**src/rtl/wb_pkg.sv**
```systemverilog
// wb_pkg: shared constants and types for the writeback arbiter
//   NUM_WR  - register file write ports
//   PREG_W  - physical register tag width
//   DATA_W  - result data width
package wb_pkg;
    localparam int NUM_WR = 4;
    localparam int PREG_W = 5;
    localparam int DATA_W = 16;
    typedef logic [PREG_W-1:0] preg_t;
    typedef logic [DATA_W-1:0] data_t;
    typedef struct packed {
        preg_t preg;
        data_t data;
    } wb_entry_t;
endpackage

```
**src/rtl/wb_arbiter_if.sv**
```systemverilog
// wb_arbiter_if: result-source and register-file-write bundle of the writeback arbiter
//   src_valid/src_ready/src_preg/src_data - per-source result handshake
//   flush                                 - synchronous drop of all buffered results
//   reg_wr_en/reg_wr_addr/reg_wr_data     - registered register file write ports
//   busy                                  - any source FIFO non-empty
//   master: drives sources and flush; slave: the arbiter
interface wb_arbiter_if import wb_pkg::*; #(parameter int NUM_SRC = 6);
    logic [NUM_SRC-1:0]        src_valid;
    logic [NUM_SRC-1:0]        src_ready;
    preg_t [NUM_SRC-1:0]       src_preg;
    data_t [NUM_SRC-1:0]       src_data;
    logic                      flush;
    logic [NUM_WR-1:0]         reg_wr_en;
    preg_t [NUM_WR-1:0]        reg_wr_addr;
    data_t [NUM_WR-1:0]        reg_wr_data;
    logic                      busy;
    modport master (
        output src_valid, src_preg, src_data, flush,
        input  src_ready, reg_wr_en, reg_wr_addr, reg_wr_data, busy
    );
    modport slave (
        input  src_valid, src_preg, src_data, flush,
        output src_ready, reg_wr_en, reg_wr_addr, reg_wr_data, busy
    );
endinterface

```
**src/rtl/wb_src_fifo.sv**
```systemverilog
// wb_src_fifo: per-source circular result buffer
//   clk, rst_n  - clock, asynchronous active-low reset
//   i_flush     - synchronous empty
//   i_valid     - source offers i_entry (accepted when o_ready)
//   i_deq       - pop head (ignored when empty)
//   o_ready     - count < DEPTH, from registered state only
//   o_nonempty  - head is valid
//   o_head      - oldest entry
module wb_src_fifo import wb_pkg::*; #(parameter int DEPTH = 2) (
    input  logic      clk,
    input  logic      rst_n,
    input  logic      i_flush,
    input  logic      i_valid,
    input  wb_entry_t i_entry,
    input  logic      i_deq,
    output logic      o_ready,
    output logic      o_nonempty,
    output wb_entry_t o_head
);
    localparam int AW = $clog2(DEPTH);
    localparam logic [AW:0] FULL = (AW+1)'(DEPTH);
    wb_entry_t      r_mem [DEPTH];
    logic [AW-1:0]  r_rd, r_wr;
    logic [AW:0]    r_cnt;
    logic           w_enq, w_deq;
    // a full FIFO refuses even when popping this cycle: no passthrough
    assign o_ready    = r_cnt != FULL;
    assign o_nonempty = r_cnt != '0;
    assign o_head     = r_mem[r_rd];
    assign w_enq      = i_valid & o_ready;
    assign w_deq      = i_deq & o_nonempty;
    always_ff @(posedge clk or negedge rst_n) begin
        if (!rst_n) begin
            r_rd  <= '0;
            r_wr  <= '0;
            r_cnt <= '0;
        end else if (i_flush) begin
            r_rd  <= '0;
            r_wr  <= '0;
            r_cnt <= '0;
        end else begin
            if (w_enq) r_wr <= r_wr + 1'b1;
            if (w_deq) r_rd <= r_rd + 1'b1;
            r_cnt <= r_cnt + (AW+1)'(w_enq) - (AW+1)'(w_deq);
        end
    end
    always_ff @(posedge clk) begin
        if (w_enq) r_mem[r_wr] <= i_entry;
    end
endmodule

```
**src/rtl/wb_arbiter.sv**
```systemverilog
// wb_arbiter: round-robin writeback arbiter feeding NUM_WR register file write ports
//   clk, rst_n - clock, asynchronous active-low reset
//   bus        - slave side of wb_arbiter_if (sources, flush, write ports, busy)
module wb_arbiter import wb_pkg::*; #(
    parameter int NUM_SRC = 6,
    parameter int DEPTH   = 2
) (
    input  logic         clk,
    input  logic         rst_n,
    wb_arbiter_if.slave  bus
);
    localparam int RR_W = $clog2(NUM_SRC);
    localparam int SW   = $clog2(NUM_WR);
    localparam logic [RR_W:0] NSRC = (RR_W+1)'(NUM_SRC);
    localparam logic [SW:0]   NWR  = (SW+1)'(NUM_WR);
    localparam logic [RR_W-1:0] LAST = RR_W'(NUM_SRC - 1);
    wb_entry_t [NUM_SRC-1:0] w_head;
    logic [NUM_SRC-1:0]      w_nonempty, w_ready, w_grant;
    logic [NUM_WR-1:0]       w_en, r_en;
    preg_t [NUM_WR-1:0]      w_addr, r_addr;
    data_t [NUM_WR-1:0]      w_data, r_data;
    logic [RR_W-1:0]         r_rr, w_rr_nxt;
    logic                    w_any;
    for (genvar g = 0; g < NUM_SRC; g++) begin : g_src
        wb_src_fifo #(.DEPTH(DEPTH)) u_fifo (
            .clk        (clk),
            .rst_n      (rst_n),
            .i_flush    (bus.flush),
            .i_valid    (bus.src_valid[g]),
            .i_entry    (wb_entry_t'({bus.src_preg[g], bus.src_data[g]})),
            .i_deq      (w_grant[g]),
            .o_ready    (w_ready[g]),
            .o_nonempty (w_nonempty[g]),
            .o_head     (w_head[g])
        );
    end
    // scan from r_rr, packing grants densely into slots; a head whose preg
    // matches an earlier grant this cycle is deferred to keep writes unique
    always_comb begin
        logic [RR_W:0]   t;
        logic [RR_W-1:0] s, l;
        logic [SW:0]     n;
        logic            hit;
        w_grant = '0;
        w_en    = '0;
        w_addr  = '0;
        w_data  = '0;
        n       = '0;
        l       = r_rr;
        for (int j = 0; j < NUM_SRC; j++) begin
            t = {1'b0, r_rr} + (RR_W+1)'(j);
            s = (t >= NSRC) ? RR_W'(t - NSRC) : t[RR_W-1:0];
            hit = 1'b0;
            for (int k = 0; k < NUM_WR; k++) begin
                if ((SW+1)'(k) < n && w_addr[k] == w_head[s].preg) hit = 1'b1;
            end
            if (w_nonempty[s] && !hit && n < NWR) begin
                w_grant[s]         = 1'b1;
                w_en[n[SW-1:0]]    = 1'b1;
                w_addr[n[SW-1:0]]  = w_head[s].preg;
                w_data[n[SW-1:0]]  = w_head[s].data;
                l                  = s;
                n                  = n + 1'b1;
            end
        end
        w_any    = n != '0;
        w_rr_nxt = !w_any ? r_rr : (l == LAST) ? '0 : l + 1'b1;
    end
    // addr/data of idle slots keep their last value; only enables drop
    always_ff @(posedge clk or negedge rst_n) begin
        if (!rst_n) begin
            r_en   <= '0;
            r_addr <= '0;
            r_data <= '0;
            r_rr   <= '0;
        end else if (bus.flush) begin
            r_en <= '0;
            r_rr <= '0;
        end else begin
            r_en <= w_en;
            r_rr <= w_rr_nxt;
            for (int k = 0; k < NUM_WR; k++) begin
                if (w_en[k]) begin
                    r_addr[k] <= w_addr[k];
                    r_data[k] <= w_data[k];
                end
            end
        end
    end
    assign bus.src_ready   = w_ready;
    assign bus.busy        = |w_nonempty;
    assign bus.reg_wr_en   = r_en;
    assign bus.reg_wr_addr = r_addr;
    assign bus.reg_wr_data = r_data;
endmodule

```
**src/flat_wrapper.sv**
```systemverilog
// flat-port wrapper written by rule: the top's interface ports become plain ports
module wb_arbiter_flat import wb_pkg::*;
#(
    parameter int NUM_SRC = 6,
    parameter int DEPTH   = 2
)
  (clk, rst_n, bus_src_valid, bus_src_preg, bus_src_data, bus_flush, bus_src_ready, bus_reg_wr_en, bus_reg_wr_addr, bus_reg_wr_data, bus_busy);
  wb_arbiter_if #(.NUM_SRC(NUM_SRC)) bus_i ();
  input  logic clk;
  input  logic rst_n;
  input wire logic [$bits(bus_i.src_valid)-1:0] bus_src_valid;
  input wire logic [$bits(bus_i.src_preg)-1:0] bus_src_preg;
  input wire logic [$bits(bus_i.src_data)-1:0] bus_src_data;
  input wire logic [$bits(bus_i.flush)-1:0] bus_flush;
  output wire logic [$bits(bus_i.src_ready)-1:0] bus_src_ready;
  output wire logic [$bits(bus_i.reg_wr_en)-1:0] bus_reg_wr_en;
  output wire logic [$bits(bus_i.reg_wr_addr)-1:0] bus_reg_wr_addr;
  output wire logic [$bits(bus_i.reg_wr_data)-1:0] bus_reg_wr_data;
  output wire logic [$bits(bus_i.busy)-1:0] bus_busy;
  assign bus_i.src_valid = bus_src_valid;
  assign bus_i.src_preg = bus_src_preg;
  assign bus_i.src_data = bus_src_data;
  assign bus_i.flush = bus_flush;
  assign bus_src_ready = bus_i.src_ready;
  assign bus_reg_wr_en = bus_i.reg_wr_en;
  assign bus_reg_wr_addr = bus_i.reg_wr_addr;
  assign bus_reg_wr_data = bus_i.reg_wr_data;
  assign bus_busy = bus_i.busy;
  wb_arbiter #(.NUM_SRC(NUM_SRC), .DEPTH(DEPTH)) u_core (.clk(clk), .rst_n(rst_n), .bus(bus_i));
endmodule
```
**config.mk**
```make
export PLATFORM = sky130hd
export DESIGN_NAME = wb_arbiter_flat
export DESIGN_NICKNAME = d
export VERILOG_FILES = /design/src/rtl/wb_pkg.sv /design/src/rtl/wb_arbiter_if.sv /design/src/rtl/wb_src_fifo.sv /design/src/rtl/wb_arbiter.sv /design/src/flat_wrapper.sv
export SDC_FILE = /design/constraint.sdc
export NUM_CORES = 1
export LEC_CHECK = 0
export ABC_AREA = 1
export BUFFER_PORTS_ARGS = -buffer_cell sky130_fd_sc_hd__buf_2
export CORE_ASPECT_RATIO = 1.25
export CORE_MARGIN = 4
export CORE_UTILIZATION = 45
export CTS_CLUSTER_SIZE = 30
export DETAILED_ROUTE_END_ITERATION = 12
export GPL_TIMING_DRIVEN = 0
export PLACE_DENSITY_LB_ADDON = 0.25
export SKIP_CTS_REPAIR_TIMING = 1
export SYNTH_ARGS = -nofsm -noshare
export SYNTH_HDL_FRONTEND = slang
export SYNTH_SLANG_ARGS = --single-unit
```
**constraint.sdc**
```tcl
create_clock -name clk -period 9.75 [get_ports clk]
set_input_delay 1.95 -clock clk [delete_from_list [all_inputs] [get_ports clk]]
set_output_delay 1.95 -clock clk [all_outputs]
set_load 0.02 [all_outputs]
```
==> metrics.txt <==
Die X 219 microns; first-pass GRT wire length 142000 microns; initial antenna violation count 0; Mapped Area 25000 sq um; clock tree sinks 367; R2R depth 56; largest family of logic cells by synthesized area simple AND/OR/NAND/NOR gates; Worst slew margin 29.3%; Post-synth top cells nand2_1 (1125), o21ai_0 (318), inv_1 (291); actual slew at the worst max-slew pin 1.05 ns; outcome complete, no violations; Die Footprint 59500 sq um; WS Path Type flip-flop to flip-flop; FF/Latch Area 10400 sq um; Hold Path Class flip-flop to flip-flop; worst reg2reg path startpoint u_core.r_rr[1]; Distinct cells, synth 59; Top FF cell, synth edfxtp_1; Clock Skews 0.0261 ns; end of the critical path u_core.g_src[5].u_fifo.r_cnt[1]; drt first-iter violations 2646; # diodes 0; XOR/XNOR Fraction of Synth Area 0.665%; Worst R2R Setup Slack 0.56 ns; cell taking the most area after synthesis edfxtp_1; total grt overflow 0; TritonCTS clock tree done; top post-synthesis cells by area edfxtp_1 (30%), nand2_1 (17%), dfrtp_1 (11%); Synth-to-Final Area Change 15.2%; HPWL after DPL 78000 microns; CTS H-tree depth 2; CTS root buffer clkbuf_16; area share of fa/ha/maj cells after synthesis 1.75%; crit-path max FO 14; Port Buf Inserts 228; Syn Inst Count 3416; most common cell in the netlist nand2_1; area taken by multi-input logic gates 12600 sq um; Cell Count, Final, Fillers Out 4459; hold violation count in the final report 0; Post-synth ARST share 31.3%; Routed Antenna Nets 0; top cell type's share of synthesized area 30.2%; initial core utilization 45.5%; Routability Congestion 1.03; share of layout cells above drive strength 1 13.0%; Yosys warnings 0; CTS Buffer Depth 3; die height 272 microns; core area 55000 sq um; vias per inst 5.63; final hold slack 0.508 ns; drt drc 0; vias in the first global route 23300; syn nets 3586; DR pass1 iterations 7; achievable frequency 0.109 GHz; pin count of the biggest net entering global routing 79; Rows 96; Final setup viols 0; worst skew pair latency 0.58 ns; min cycle time layout 9.19 ns; CP dominant cell by count nand2_1; clk slew on worst S/H paths 0.07 ns; Synth Area in Compound Gates 17.5%; All-Layer GR Usage 31.3%; Seq/Total Area, Yosys 41.7%; max_cap viols 0; RSZ-0062 raised after global routing false; number of flops mapped to enable cells by yosys 252; startpoint types flip-flop; Max Slew Vio Count 0; routed vias 25100; DRT Wirelength 96000 microns; Post-Place Cells 4392; Critical Path Max Stage Delay 0.62 ns; Post-Syn Area per Cell 7.33 sq um; wire length per cell 21.5 microns; Req. time, crit path 10.17 ns; Layout Nets 3866; crit path DAT 9.60 ns; CP endpoint kind flip-flop; Crit Reg-Reg Endpoint u_core.g_src[5].u_fifo.r_cnt[1]; # IOs 230; simple-gate share of the synthesized area 27.9%; Critical-path top delay cell dfrtp_1; Final Cycle Share 94.2%; Worst setup startpoint u_core.r_rr[1]; # fillers 5457; mux cell area share after synthesis 2.00%; total CTS buffers 38; post-synthesis register bit count 367
[layout make-up]
class	count	area share, %
Sequential cell	367	36.2
Clock buffer	53	3.78
Multi-Input combinational cell	2528	43.6
Tap cell	735	3.19
Timing Repair Buffer	245	5.07
Clock inverter	15	0.668
Buffer	194	3.21
Inverter	322	4.24
[worst min path at each step]
stage                                      startpoint                          end  cells past startpoint
after floorplan           u_core.g_src[0].u_fifo.r_wr  u_core.g_src[0].u_fifo.r_wr                      2
after global placement     u_core.bus.reg_wr_data[48]   u_core.bus.reg_wr_data[48]                      1
after detailed placement   u_core.bus.reg_wr_data[48]   u_core.bus.reg_wr_data[48]                      1
after CTS                  u_core.bus.reg_wr_data[48]   u_core.bus.reg_wr_data[48]                      1
after global routing       u_core.bus.reg_wr_data[48]   u_core.bus.reg_wr_data[48]                      1
final                      u_core.bus.reg_wr_data[48]   u_core.bus.reg_wr_data[48]                      1
[per-layer routing]
| layer | global-route usage (%) | wire, microns | vias to the layer above |
|---|---|---|---|
| met4 | 13.7 | 5050 | 0 |
| met5 | 0 | 0 | - |
| met1 | 40.8 | 38800 | 11600 |
| met3 | 4.09 | 7160 | 219 |
| li1 | - | - | 12100 |
| met2 | 52.1 | 44900 | 1209 |
[metrics by stage]
step | TNS (ns) | utilization (%) | cell area [sq um] | setup WS [ns]
6_report | 0 | 52.4 | 28800 | 0.561
5_1_grt | 0 | 52.4 | 28800 | 0.0611
4_1_cts | -143.10 | 52.1 | 28700 | -2.10
3_5_place_dp | -140.26 | 49.8 | 27400 | -2.04
3_3_place_gp | -140.36 | 49.2 | 27100 | -2.05
2_1_floorplan | 0 | - | 25000 | 1.29
[layout by cell type (no fill, tap or decap), drive strengths merged, types with 34 or more instances in the layout]
master | synthesis | layout
nor2 | 230 | 230
clkbuf | 123 | 172
ha | 35 | 35
mux2i | 40 | 40
o31ai | 34 | 34
nand2 | 1134 | 1134
o21ai | 398 | 398
nand3 | 230 | 230
inv | 314 | 316
a21oi | 137 | 137
dfrtp | 115 | 115
edfxtp | 252 | 252
buf | 76 | 320
nand4 | 55 | 55
[sequential cells by signal, indices dropped and copies added, names as in the netlist]
signal                     cells
u_core.g_src.u_fifo.r_rd       6
u_core.g_src.u_fifo.r_cnt     12
u_core.r_rr                    3
u_core.bus.reg_wr_en           4
u_core.g_src.u_fifo.r_wr       6
u_core.bus.reg_wr_data        64
u_core.bus.reg_wr_addr        20
u_core.g_src.u_fifo.r_mem    252
[critical path: cells and delay by family (launching register included)]
kind / cells / cell delay [ns]
xor gates and xnor gates: 1 / 0.15
adders and majority gates: 4 / 1.13
AOI/OAI and AO/OA: 1 / 0.27
DFF: 1 / 0.62
buffers and inverters: 14 / 2.69
and+or+nand+nor: 36 / 4.12
[cells by family (layout without fill, tap and decap cells)]
kind of cell,after synthesis,count (layout)
multiplexers,49,49
AO/OA/AOI/OAI,747,747
XOR/XNOR,19,19
buffers and inverters,521,829
adder cells (fa/ha/maj),35,35
flip-flops,367,367
AND/OR/NAND/NOR,1678,1678
Power is left out: the tool's default activity adds up to more than one toggle a clock period on the data nets, which glitch-free logic cannot reach.
